==> config.mk <==
export PLATFORM = sky130hd
export DESIGN_NAME = uart_tx_arbiter_flat
export DESIGN_NICKNAME = d
export VERILOG_FILES = /design/src/rtl/uart_tx_arbiter_if.sv /design/src/rtl/uart_tx_arbiter.sv /design/src/flat_wrapper.sv
export SDC_FILE = /design/constraint.sdc
export NUM_CORES = 1
export LEC_CHECK = 0
export ABC_AREA = 1
export BUFFER_PORTS_ARGS = -buffer_cell sky130_fd_sc_hd__buf_2
export CORE_UTILIZATION = 45
export CTS_CLUSTER_SIZE = 24
export DETAILED_ROUTE_END_ITERATION = 16
export HOLD_SLACK_MARGIN = 0.1
export PLACE_DENSITY = 0.86
export SLEW_MARGIN = 20
export SYNTH_ARGS = -nofsm -noshare
export SYNTH_HDL_FRONTEND = slang
export SYNTH_SLANG_ARGS = --single-unit
==> constraint.sdc <==
create_clock -name i_clk -period 1.8 [get_ports i_clk]
set_input_delay 0.27 -clock i_clk [delete_from_list [all_inputs] [get_ports i_clk]]
set_output_delay 0.27 -clock i_clk [all_outputs]
set_load 0.02 [all_outputs]
==> src/rtl/uart_tx_arbiter_if.sv <==
// uart_tx_arbiter_if: requester, txuart and status signals around uart_tx_arbiter.
// master = the requesters/transmitter side, slave = the arbiter itself.
interface uart_tx_arbiter_if #(
    parameter int N_REQ = 4
) ();
    logic [N_REQ-1:0]   i_req;
    logic [8*N_REQ-1:0] i_data;
    logic [N_REQ-1:0]   o_ack;
    logic [N_REQ-1:0]   o_grant;
    logic               o_tx_wr;
    logic [7:0]         o_tx_data;
    logic               i_tx_busy;
    logic               o_busy;
    logic               o_timeout;

    modport master (
        output i_req, i_data, i_tx_busy,
        input  o_ack, o_grant, o_tx_wr, o_tx_data, o_busy, o_timeout
    );

    modport slave (
        input  i_req, i_data, i_tx_busy,
        output o_ack, o_grant, o_tx_wr, o_tx_data, o_busy, o_timeout
    );
endinterface

==> src/rtl/uart_tx_arbiter.sv <==
// uart_tx_arbiter: shares one txuart between N_REQ byte requesters, round-robin,
// one byte per arbitration, waiting out the transmitter's busy window.
// Define UART_ARB_BURST_EN to let the current owner keep the transmitter for up
// to MAX_BURST consecutive bytes while it still has data pending.
module uart_tx_arbiter #(
    parameter int N_REQ          = 4,
    parameter int ACCEPT_TIMEOUT = 16,
    parameter int MAX_BURST      = 4
) (
    input  logic             i_clk,
    input  logic             i_rst_n,
    uart_tx_arbiter_if.slave bus
);
    localparam int PW = $clog2(N_REQ);
    localparam int TW = $clog2(ACCEPT_TIMEOUT + 1);

    if (N_REQ < 2 || N_REQ > 8 || ACCEPT_TIMEOUT < 1 || MAX_BURST < 1) begin : g_bad_cfg
        $error("uart_tx_arbiter: parameter out of range");
    end

    typedef enum logic [1:0] {IDLE, WAIT_BUSY, WAIT_DONE} state_t;

    state_t           state_q, state_d;
    logic [PW-1:0]    ptr_q, ptr_d;
    logic [TW-1:0]    to_cnt_q, to_cnt_d;
    logic [N_REQ-1:0] ack_q, ack_d;
    logic [N_REQ-1:0] grant_q, grant_d;
    logic             wr_q, wr_d;
    logic             timeout_q, timeout_d;
    logic [7:0]       data_q, data_d;

    logic             rr_found;
    logic [PW-1:0]    rr_win;
    logic [PW:0]      rr_sum;
    logic             any_req;
    logic [PW-1:0]    pick;

    // Round-robin search starting just after the last owner, wrapping explicitly.
    always_comb begin
        rr_found = 1'b0;
        rr_win   = ptr_q;
        rr_sum   = '0;
        for (int i = 1; i <= N_REQ; i++) begin
            rr_sum = {1'b0, ptr_q} + (PW+1)'(i);
            if (rr_sum >= (PW+1)'(N_REQ))
                rr_sum = rr_sum - (PW+1)'(N_REQ);
            if (!rr_found && bus.i_req[rr_sum[PW-1:0]]) begin
                rr_found = 1'b1;
                rr_win   = rr_sum[PW-1:0];
            end
        end
    end

`ifdef UART_ARB_BURST_EN
    localparam int BW = $clog2(MAX_BURST + 1);

    logic [BW-1:0] burst_q, burst_d;
    logic          keep;

    // A zero count means no burst is running, so the first grant after reset or
    // a timeout always goes through round-robin.
    assign keep    = bus.i_req[ptr_q] && (burst_q != '0) && (burst_q < BW'(MAX_BURST));
    assign any_req = keep || rr_found;
    assign pick    = keep ? ptr_q : rr_win;

    // Burst length of the current owner; restarts at one on every hand-over.
    always_comb begin
        burst_d = burst_q;
        if (state_q == IDLE && any_req)
            burst_d = keep ? burst_q + BW'(1) : BW'(1);
        else if (timeout_d)
            burst_d = '0;
    end

    // Burst counter register.
    always_ff @(posedge i_clk or negedge i_rst_n) begin
        if (!i_rst_n)
            burst_q <= '0;
        else
            burst_q <= burst_d;
    end
`else
    assign any_req = rr_found;
    assign pick    = rr_win;
`endif

    // Next-state and registered-output logic; pulses default low every cycle.
    always_comb begin
        state_d   = state_q;
        ptr_d     = ptr_q;
        to_cnt_d  = to_cnt_q;
        grant_d   = grant_q;
        data_d    = data_q;
        ack_d     = '0;
        wr_d      = 1'b0;
        timeout_d = 1'b0;
        case (state_q)
            IDLE: begin
                if (any_req) begin
                    state_d  = WAIT_BUSY;
                    ptr_d    = pick;
                    to_cnt_d = '0;
                    ack_d    = N_REQ'(1) << pick;
                    grant_d  = N_REQ'(1) << pick;
                    wr_d     = 1'b1;
                    data_d   = bus.i_data[{pick, 3'b000} +: 8];
                end
            end
            WAIT_BUSY: begin
                if (bus.i_tx_busy) begin
                    state_d = WAIT_DONE;
                end else if (to_cnt_q == TW'(ACCEPT_TIMEOUT - 1)) begin
                    state_d   = IDLE;
                    grant_d   = '0;
                    timeout_d = 1'b1;
                end else begin
                    to_cnt_d = to_cnt_q + TW'(1);
                end
            end
            WAIT_DONE: begin
                if (!bus.i_tx_busy) begin
                    state_d = IDLE;
                    grant_d = '0;
                end
            end
            default: begin
                state_d = IDLE;
                grant_d = '0;
            end
        endcase
    end

    // State and output registers; the pointer starts at the last requester so
    // requester 0 wins the first arbitration.
    always_ff @(posedge i_clk or negedge i_rst_n) begin
        if (!i_rst_n) begin
            state_q   <= IDLE;
            ptr_q     <= PW'(N_REQ - 1);
            to_cnt_q  <= '0;
            ack_q     <= '0;
            grant_q   <= '0;
            wr_q      <= 1'b0;
            timeout_q <= 1'b0;
            data_q    <= 8'h00;
        end else begin
            state_q   <= state_d;
            ptr_q     <= ptr_d;
            to_cnt_q  <= to_cnt_d;
            ack_q     <= ack_d;
            grant_q   <= grant_d;
            wr_q      <= wr_d;
            timeout_q <= timeout_d;
            data_q    <= data_d;
        end
    end

    assign bus.o_ack     = ack_q;
    assign bus.o_grant   = grant_q;
    assign bus.o_tx_wr   = wr_q;
    assign bus.o_tx_data = data_q;
    assign bus.o_timeout = timeout_q;
    assign bus.o_busy    = (state_q != IDLE);
endmodule

==> src/flat_wrapper.sv <==
// flat-port wrapper written by rule: the top's interface ports become plain ports
module uart_tx_arbiter_flat 
#(
    parameter int N_REQ          = 4,
    parameter int ACCEPT_TIMEOUT = 16,
    parameter int MAX_BURST      = 4
)
  (i_clk, i_rst_n, bus_i_req, bus_i_data, bus_i_tx_busy, bus_o_ack, bus_o_grant, bus_o_tx_wr, bus_o_tx_data, bus_o_busy, bus_o_timeout);
  uart_tx_arbiter_if #(.N_REQ(N_REQ)) bus_i ();
  input  logic i_clk;
  input  logic i_rst_n;
  input wire logic [$bits(bus_i.i_req)-1:0] bus_i_req;
  input wire logic [$bits(bus_i.i_data)-1:0] bus_i_data;
  input wire logic [$bits(bus_i.i_tx_busy)-1:0] bus_i_tx_busy;
  output wire logic [$bits(bus_i.o_ack)-1:0] bus_o_ack;
  output wire logic [$bits(bus_i.o_grant)-1:0] bus_o_grant;
  output wire logic [$bits(bus_i.o_tx_wr)-1:0] bus_o_tx_wr;
  output wire logic [$bits(bus_i.o_tx_data)-1:0] bus_o_tx_data;
  output wire logic [$bits(bus_i.o_busy)-1:0] bus_o_busy;
  output wire logic [$bits(bus_i.o_timeout)-1:0] bus_o_timeout;
  assign bus_i.i_req = bus_i_req;
  assign bus_i.i_data = bus_i_data;
  assign bus_i.i_tx_busy = bus_i_tx_busy;
  assign bus_o_ack = bus_i.o_ack;
  assign bus_o_grant = bus_i.o_grant;
  assign bus_o_tx_wr = bus_i.o_tx_wr;
  assign bus_o_tx_data = bus_i.o_tx_data;
  assign bus_o_busy = bus_i.o_busy;
  assign bus_o_timeout = bus_i.o_timeout;
  uart_tx_arbiter #(.N_REQ(N_REQ), .ACCEPT_TIMEOUT(ACCEPT_TIMEOUT), .MAX_BURST(MAX_BURST)) u_core (.i_clk(i_clk), .i_rst_n(i_rst_n), .bus(bus_i));
endmodule
==> results.md, run 1 <==
- Status: finished, violations left
- Failing checks: negative setup slack
- Final Hold Fails: 0
- Die Width: 63.70 µm
- Sink Count: 27
- Post-synthesis mux area share: 0
- Simple-gate share of the synthesized area: 0.4624
- Setup Viol. Count Final: 18
- Global placer's final weighted congestion: 0.8091
- Setup CP Type: flip-flop to flip-flop
- Worst EP arrival: 2.10 ns
- Layout area overhead: 52.96%
- Synth Area in XOR/XNOR: 0.01023
- Reg-to-reg endpoint: u_core.bus.o_tx_data[0]
- Net count after synthesis: 274
- TritonCTS clock tree: built
- 1st-pass router iterations: 5
- Final Cell Area: 2620 µm²
- Fin. max-slew vios: 0
- Mean Syn Cell Area: 7.351 µm²
- Vias in the first global route: 1,841
- Path depth of the worst reg2reg path: 13
- Core Region: 3661 µm²
- Wirelength per Cell: 14.47 µm
- Yosys reg bits: 27
- Yosys cell types: 28
- Worst clock skew: 0.004906 ns
- R2R Setup Slk: -0.14 ns
- Final net count: 355
- Post-route DRC violation count: 0
- Gr usage total: 0.2536
- Synth Warn #: 0
- DRT antenna net count: 0
- Worst slew pin tran: 0.5841 ns
- CTS Root Cell: clkbuf_8
- Reg2reg start: u_core.ptr_q[0]
- Initial Util: 0.4679
- Largest family of logic cells by synthesized area: simple AND/OR/NAND/NOR gates
- Sequential element share of the synthesized area: 0.3959
- DR vias/cell: 5.161
- Post-synth EDFFs: 0
- Top-Level Pins: 58
- Setup TNS: -1.279 ns
- Setup crit end: u_core.bus.o_tx_data[0]
- Compound-Gate Fraction of Synth Area: 0.02849
- Class of the worst hold path: primary input to flip-flop
- FILL cells: 272
- Detailed placement HPWL: 3045 µm
- GRT overflow: 0
- CP Max Fanout: 8
- FF/Latch Area: 678.2 µm²
- Final wirelength: 5224 µm
- Asr flop ratio synth: 1.000
- Max frequency: 516.5 MHz
- Dpl cell area: 2117 µm²
- Dpl ws: -0.1263 ns
- H-tree depth: 1
- Adder-cell share of the synthesized area: 0.01461
- PnR worst setup slack: -0.1362 ns
- Worst-path clk slew: 0.09 ns
- Rel. slew slack: 0.6106
- Area of the multi-input gates: 1270 µm²
- Max-Cap Viols: 0
- CTS buffer count: 3
- Setup crit start: u_core.ptr_q[0]
- Crit start category: flip-flop
- Mapped cell area: 1713 µm²
- Largest net degree at the start of global routing: 28
- Period utilization: 1.076
- Die Area: 4057 µm²
- Critical path endpoint category: flip-flop
- Cells after Synth: 233
- Port bufs: 57
- Layout cell share with drive strength beyond 1: 0.4665
- Std cell rows: 22
- Crit path required time: 1.97 ns
- First-pass GRT wire length: 8093 µm
- DR iter-0 viols: 127
- N_diodes: 0
- Min Tclk post-route: 1.936 ns
- RSZ-0062 raised after global routing: true
- Die H: 63.70 µm
- Worst-Skew Late Latency: 0.27 ns
- Initial antenna violation count: 0
- Via Count: 1,863
- Clock Tree Buf Depth: 2
- Main synth FF type: dfrtp_1
logic make-up (layout without fill, tap and decap cells):
family	after synthesis	count (layout)
simple gates	160	166
buf+inv	35	109
flops	27	27
compound gates	7	7
fa+ha+maj	2	2
xor+xnor	2	2
stage by stage:
stage	std cells	utilization	hold WS [ns]
after floorplan	233	-	-0.02559
after global placement	344	0.5783	0.2974
after detailed placement	344	0.5783	0.3013
after CTS	358	0.6692	0.2363
after global routing	361	0.7157	0.2473
final	361	0.7157	0.2435
worst min path at each step:
stage | start | end | slack (ns) | cells past startpoint
after floorplan | i_rst_n | u_core.bus.o_ack[0] | -0.03 | 0
after global routing | bus_i_tx_busy | u_core.bus.o_timeout | 0.25 | 2
after CTS | bus_i_tx_busy | u_core.bus.o_timeout | 0.24 | 2
final | bus_i_tx_busy | u_core.bus.o_timeout | 0.24 | 2
after global placement | i_rst_n | u_core.bus.o_timeout | 0.30 | 1
after detailed placement | i_rst_n | u_core.bus.o_timeout | 0.30 | 1
Yosys cell counts (2+ instances only):
| cell type | count | area, µm² |
|---|---|---|
| ha_1 | 2 | 25.02 |
| xor2_1 | 2 | 17.52 |
| dfrtp_1 | 25 | 625.6 |
| nand2_4 | 7 | 78.83 |
| o21bai_1 | 2 | 15.01 |
| inv_2 | 2 | 7.510 |
| nand3_4 | 2 | 35.03 |
| inv_1 | 28 | 105.1 |
| nor2_1 | 8 | 30.03 |
| buf_2 | 2 | 10.01 |
| nand2_1 | 85 | 319.1 |
| nand3_1 | 39 | 195.2 |
| nor2_2 | 2 | 12.51 |
| dfstp_2 | 2 | 52.55 |
| nand2_2 | 12 | 75.07 |
registers in the layout, indices dropped and copies added (netlist names):
name,count
u_core.bus.o_ack,4
u_core.bus.o_grant,4
u_core.bus.o_timeout,1
u_core.bus.o_tx_data,8
u_core.bus.o_tx_wr,1
u_core.ptr_q,2
u_core.state_q,2
u_core.to_cnt_q,5
timing repair:
action                                  4_1_cts  5_1_grt
pin swaps                                    17       14
resized for setup                            43       32
endpoints found under the hold margin        25        0
buffers inserted                              2        3
gates cloned                                  7        0
hold buffers                                  1        0
endpoints found under the setup margin       16       23
critical path: stages, from the launching register on:
cell and delay (ns):
dfstp_2 0.69, inv_8 0.09, nand2_4 0.08, nand2_4 0.07, nand2_4 0.10, nand2_8 0.08, clkinv_8 0.08, nand3_4 0.10
inv_4 0.10, nand2_4 0.08, nand2_4 0.11, nand3_1 0.10, nand3_1 0.09, nand2_1 0.06
layout by cell type (no fill, tap or decap), types with 3 or more instances in the layout:
cell type and n:
clkbuf_8 3, nand2_1 69, nand2_2 10, nand2_4 22
buf_4 13, nand2_8 8, inv_2 4, inv_1 24
nor2_1 5, nand3_2 4, buf_2 57, dfrtp_1 25
nand3_1 33, nor2_4 3, nand3_4 6
area by class of cell:
type,instances,share of cell area
Clock buffer,4,0.01719
Inverter,32,0.05587
Multi-Input combinational cell,177,0.4847
Sequential cell,27,0.2588
Tap cell,48,0.02292
Timing Repair Buffer,72,0.1576
Timing Repair inverter,1,0.002865
metal layers:
| metal | vias to the layer above | global-route usage | wire length [µm] |
|---|---|---|---|
| li1 | 907 | - | - |
| met1 | 863 | 0.3098 | 2164 |
| met2 | 83 | 0.4455 | 2665 |
| met3 | 10 | 0.04891 | 326 |
| met4 | 0 | 0.07670 | 69 |
| met5 | - | 0 | 0 |
Power of run 1 is left out: the tool's default activity adds up to more than one toggle a clock period on the data nets, which glitch-free logic cannot reach.
==> run 2: changes to the inputs <==
--- a/config.mk
+++ b/config.mk
@@ -7,11 +7,11 @@
 export LEC_CHECK = 0
 export ABC_AREA = 1
 export BUFFER_PORTS_ARGS = -buffer_cell sky130_fd_sc_hd__buf_2
-export CORE_UTILIZATION = 45
+export CORE_UTILIZATION = 40
 export CTS_CLUSTER_SIZE = 24
 export DETAILED_ROUTE_END_ITERATION = 16
 export HOLD_SLACK_MARGIN = 0.1
-export PLACE_DENSITY = 0.86
+export PLACE_DENSITY = 0.78
 export SLEW_MARGIN = 20
 export SYNTH_ARGS = -nofsm -noshare
 export SYNTH_HDL_FRONTEND = slang
==> results.md, run 2 (synthesized netlist as in run 1, its figures left out) <==
- Port bufs: 57 (unchanged)
- Die H: 67.44 µm (was 63.70 µm)
- Area of the multi-input gates: 1299 µm² (was 1270 µm²)
- Largest net degree at the start of global routing: 28 (unchanged)
- Reg-to-reg endpoint: u_core.bus.o_tx_data[1] (was u_core.bus.o_tx_data[0])
- CTS Root Cell: clkbuf_8 (unchanged)
- Final Hold Fails: 0 (unchanged)
- DR vias/cell: 5.059 (was 5.161)
- Global placer's final weighted congestion: 0.8727 (was 0.8091)
- Worst-Skew Late Latency: 0.27 ns (about the same)
- Final cell count without fillers: 375 (was 361)
- Class of the worst hold path: primary input to flip-flop (unchanged)
- Min Tclk post-route: 1.988 ns (was 1.936 ns)
- Initial Util: 0.4221 (was 0.4679)
- Sink Count: 27 (unchanged)
- Reg2reg start: u_core.ptr_q[0] (unchanged)
- Failing checks: negative setup slack (unchanged)
- Period utilization: 1.104 (was 1.076)
- GRT overflow: 0 (unchanged)
- Via Count: 1,897 (was 1,863)
- TritonCTS clock tree: built (unchanged)
- Status: finished, violations left (unchanged)
- First-pass GRT wire length: 7962 µm (was 8093 µm)
- Max frequency: 503.0 MHz (was 516.5 MHz)
- Crit path required time: 1.96 ns (was 1.97 ns)
- Fin. max-slew vios: 0 (unchanged)
- FF/Latch Area: 678.2 µm² (unchanged)
- Dpl cell area: 2122 µm² (was 2117 µm²)
- Path depth of the worst reg2reg path: 12 (was 13)
- Setup Viol. Count Final: 22 (was 18)
- Crit start category: flip-flop (unchanged)
- Worst clock skew: 0.006770 ns (was 0.004906 ns)
- CP Max Fanout: 8 (unchanged)
- RSZ-0062 raised after global routing: true (unchanged)
- Commonest non-fill, non-tap cells in the layout: nand2_1 (66), buf_2 (57), nand3_1 (28), inv_1 (25), dfrtp_1 (25) (was nand2_1 (69), buf_2 (57), nand3_1 (33), dfrtp_1 (25), inv_1 (24))
- Worst EP arrival: 2.15 ns (was 2.10 ns)
- Top-Level Pins: 58 (unchanged)
- Vias in the first global route: 1,867 (was 1,841)
- Die Width: 67.44 µm (was 63.70 µm)
- Clock Tree Buf Depth: 2 (unchanged)
- Setup crit start: u_core.ptr_q[0] (unchanged)
- Commonest non-fill, non-tap cell in the layout: nand2_1 (unchanged)
- Gr usage total: 0.2319 (was 0.2536)
- Post-route DRC violation count: 0 (unchanged)
- Placed insts: 348 (was 344)
- R2R Setup Slk: -0.19 ns (was -0.14 ns)
- Layout cell share with drive strength beyond 1: 0.5169 (was 0.4665)
- Std cell rows: 23 (was 22)
- Layout area overhead: 60.70% (was 52.96%)
- Die Area: 4548 µm² (was 4057 µm²)
- H-tree depth: 1 (unchanged)
- Setup CP Type: flip-flop to flip-flop (unchanged)
- CTS buffer count: 3 (unchanged)
- DRT antenna net count: 0 (unchanged)
- Final Cell Area: 2753 µm² (was 2620 µm²)
- Final net count: 367 (was 355)
- Rel. slew slack: 0.6196 (was 0.6106)
- PnR worst setup slack: -0.1880 ns (was -0.1362 ns)
- Detailed placement HPWL: 3045 µm (about the same)
- Worst slew pin tran: 0.5706 ns (was 0.5841 ns)
- Critical path endpoint category: flip-flop (unchanged)
- 1st-pass router iterations: 4 (was 5)
- Max-Cap Viols: 0 (unchanged)
- DR iter-0 viols: 98 (was 127)
- FILL cells: 302 (was 272)
- Worst-path clk slew: 0.09 ns (about the same)
- Setup crit end: u_core.bus.o_tx_data[1] (was u_core.bus.o_tx_data[0])
- Final wirelength: 5202 µm (was 5224 µm)
- N_diodes: 0 (unchanged)
- Initial antenna violation count: 0 (unchanged)
- Max reg flops: 8 (unchanged)
- Core Region: 4058 µm² (was 3661 µm²)
- Wirelength per Cell: 13.87 µm (was 14.47 µm)
==> run 2: final cells by class <==
cell class,count,area share
timing repair inverter,1,0.002727
inverter,32,0.05318
clock inverter,1,0.001818
multi-input combinational,176,0.4718
clock buffer,3,0.01500
timing repair buffer,85,0.1864
tap,50,0.02273
sequential,27,0.2464
==> run 2: worst min-delay path by stage <==
stage / from / end / depth (start not counted)
global route: bus_i_tx_busy / u_core.bus.o_timeout / 2
floorplan: i_rst_n / u_core.bus.o_ack[0] / 0
CTS: bus_i_tx_busy / u_core.bus.o_timeout / 2
global placement: i_rst_n / u_core.bus.o_timeout / 1
detailed placement: i_rst_n / u_core.bus.o_grant[3] / 1
finish: bus_i_tx_busy / u_core.bus.o_timeout / 2
==> run 2: metal layers <==
layer / wire length, µm / track usage / up-vias
met2: 2719 / 0.3950 / 87
met3: 324 / 0.04223 / 12
met1: 2066 / 0.2995 / 874
li1: - / - / 924
met5: 0 / 0 / -
met4: 93 / 0.06117 / 0
==> run 2: worst max-delay path, cell delays in order, from the launching register on <==
cell and delay [ns]:
dfstp_2 0.70, inv_8 0.10, nand2_2 0.09, nand3_2 0.09
nand2_4 0.18, nor2_2 0.06, nand2_1 0.09, buf_6 0.11
nand3_4 0.09, nand2_4 0.13, nand3_1 0.09, nand3_1 0.10
nand2_1 0.07
==> run 2: timing repair <==
item / 4_1_cts / 5_1_grt
endpoints found under the hold margin: 25 / 0
hold buffers: 1 / 0
pin swaps: 14 / 34
cloned: 5 / 1
setup buffers: 6 / 10
resized for setup: 38 / 51
setup endpoints to repair: 20 / 22
==> run 2: stage by stage <==
| step | util | setup slack [ns] | TNS, ns | hold WS, ns |
|---|---|---|---|---|
| after floorplan | - | 0.03901 | 0 | -0.02559 |
| after global placement | 0.5230 | -0.09996 | -0.1920 | 0.3022 |
| after detailed placement | 0.5230 | -0.1041 | -0.6242 | 0.3050 |
| after CTS | 0.6050 | -0.04014 | -0.3790 | 0.2191 |
| after global routing | 0.6784 | -0.2571 | -3.881 | 0.2305 |
| final | 0.6784 | -0.1880 | -1.829 | 0.2203 |
Power of run 2 is left out for the same reason.
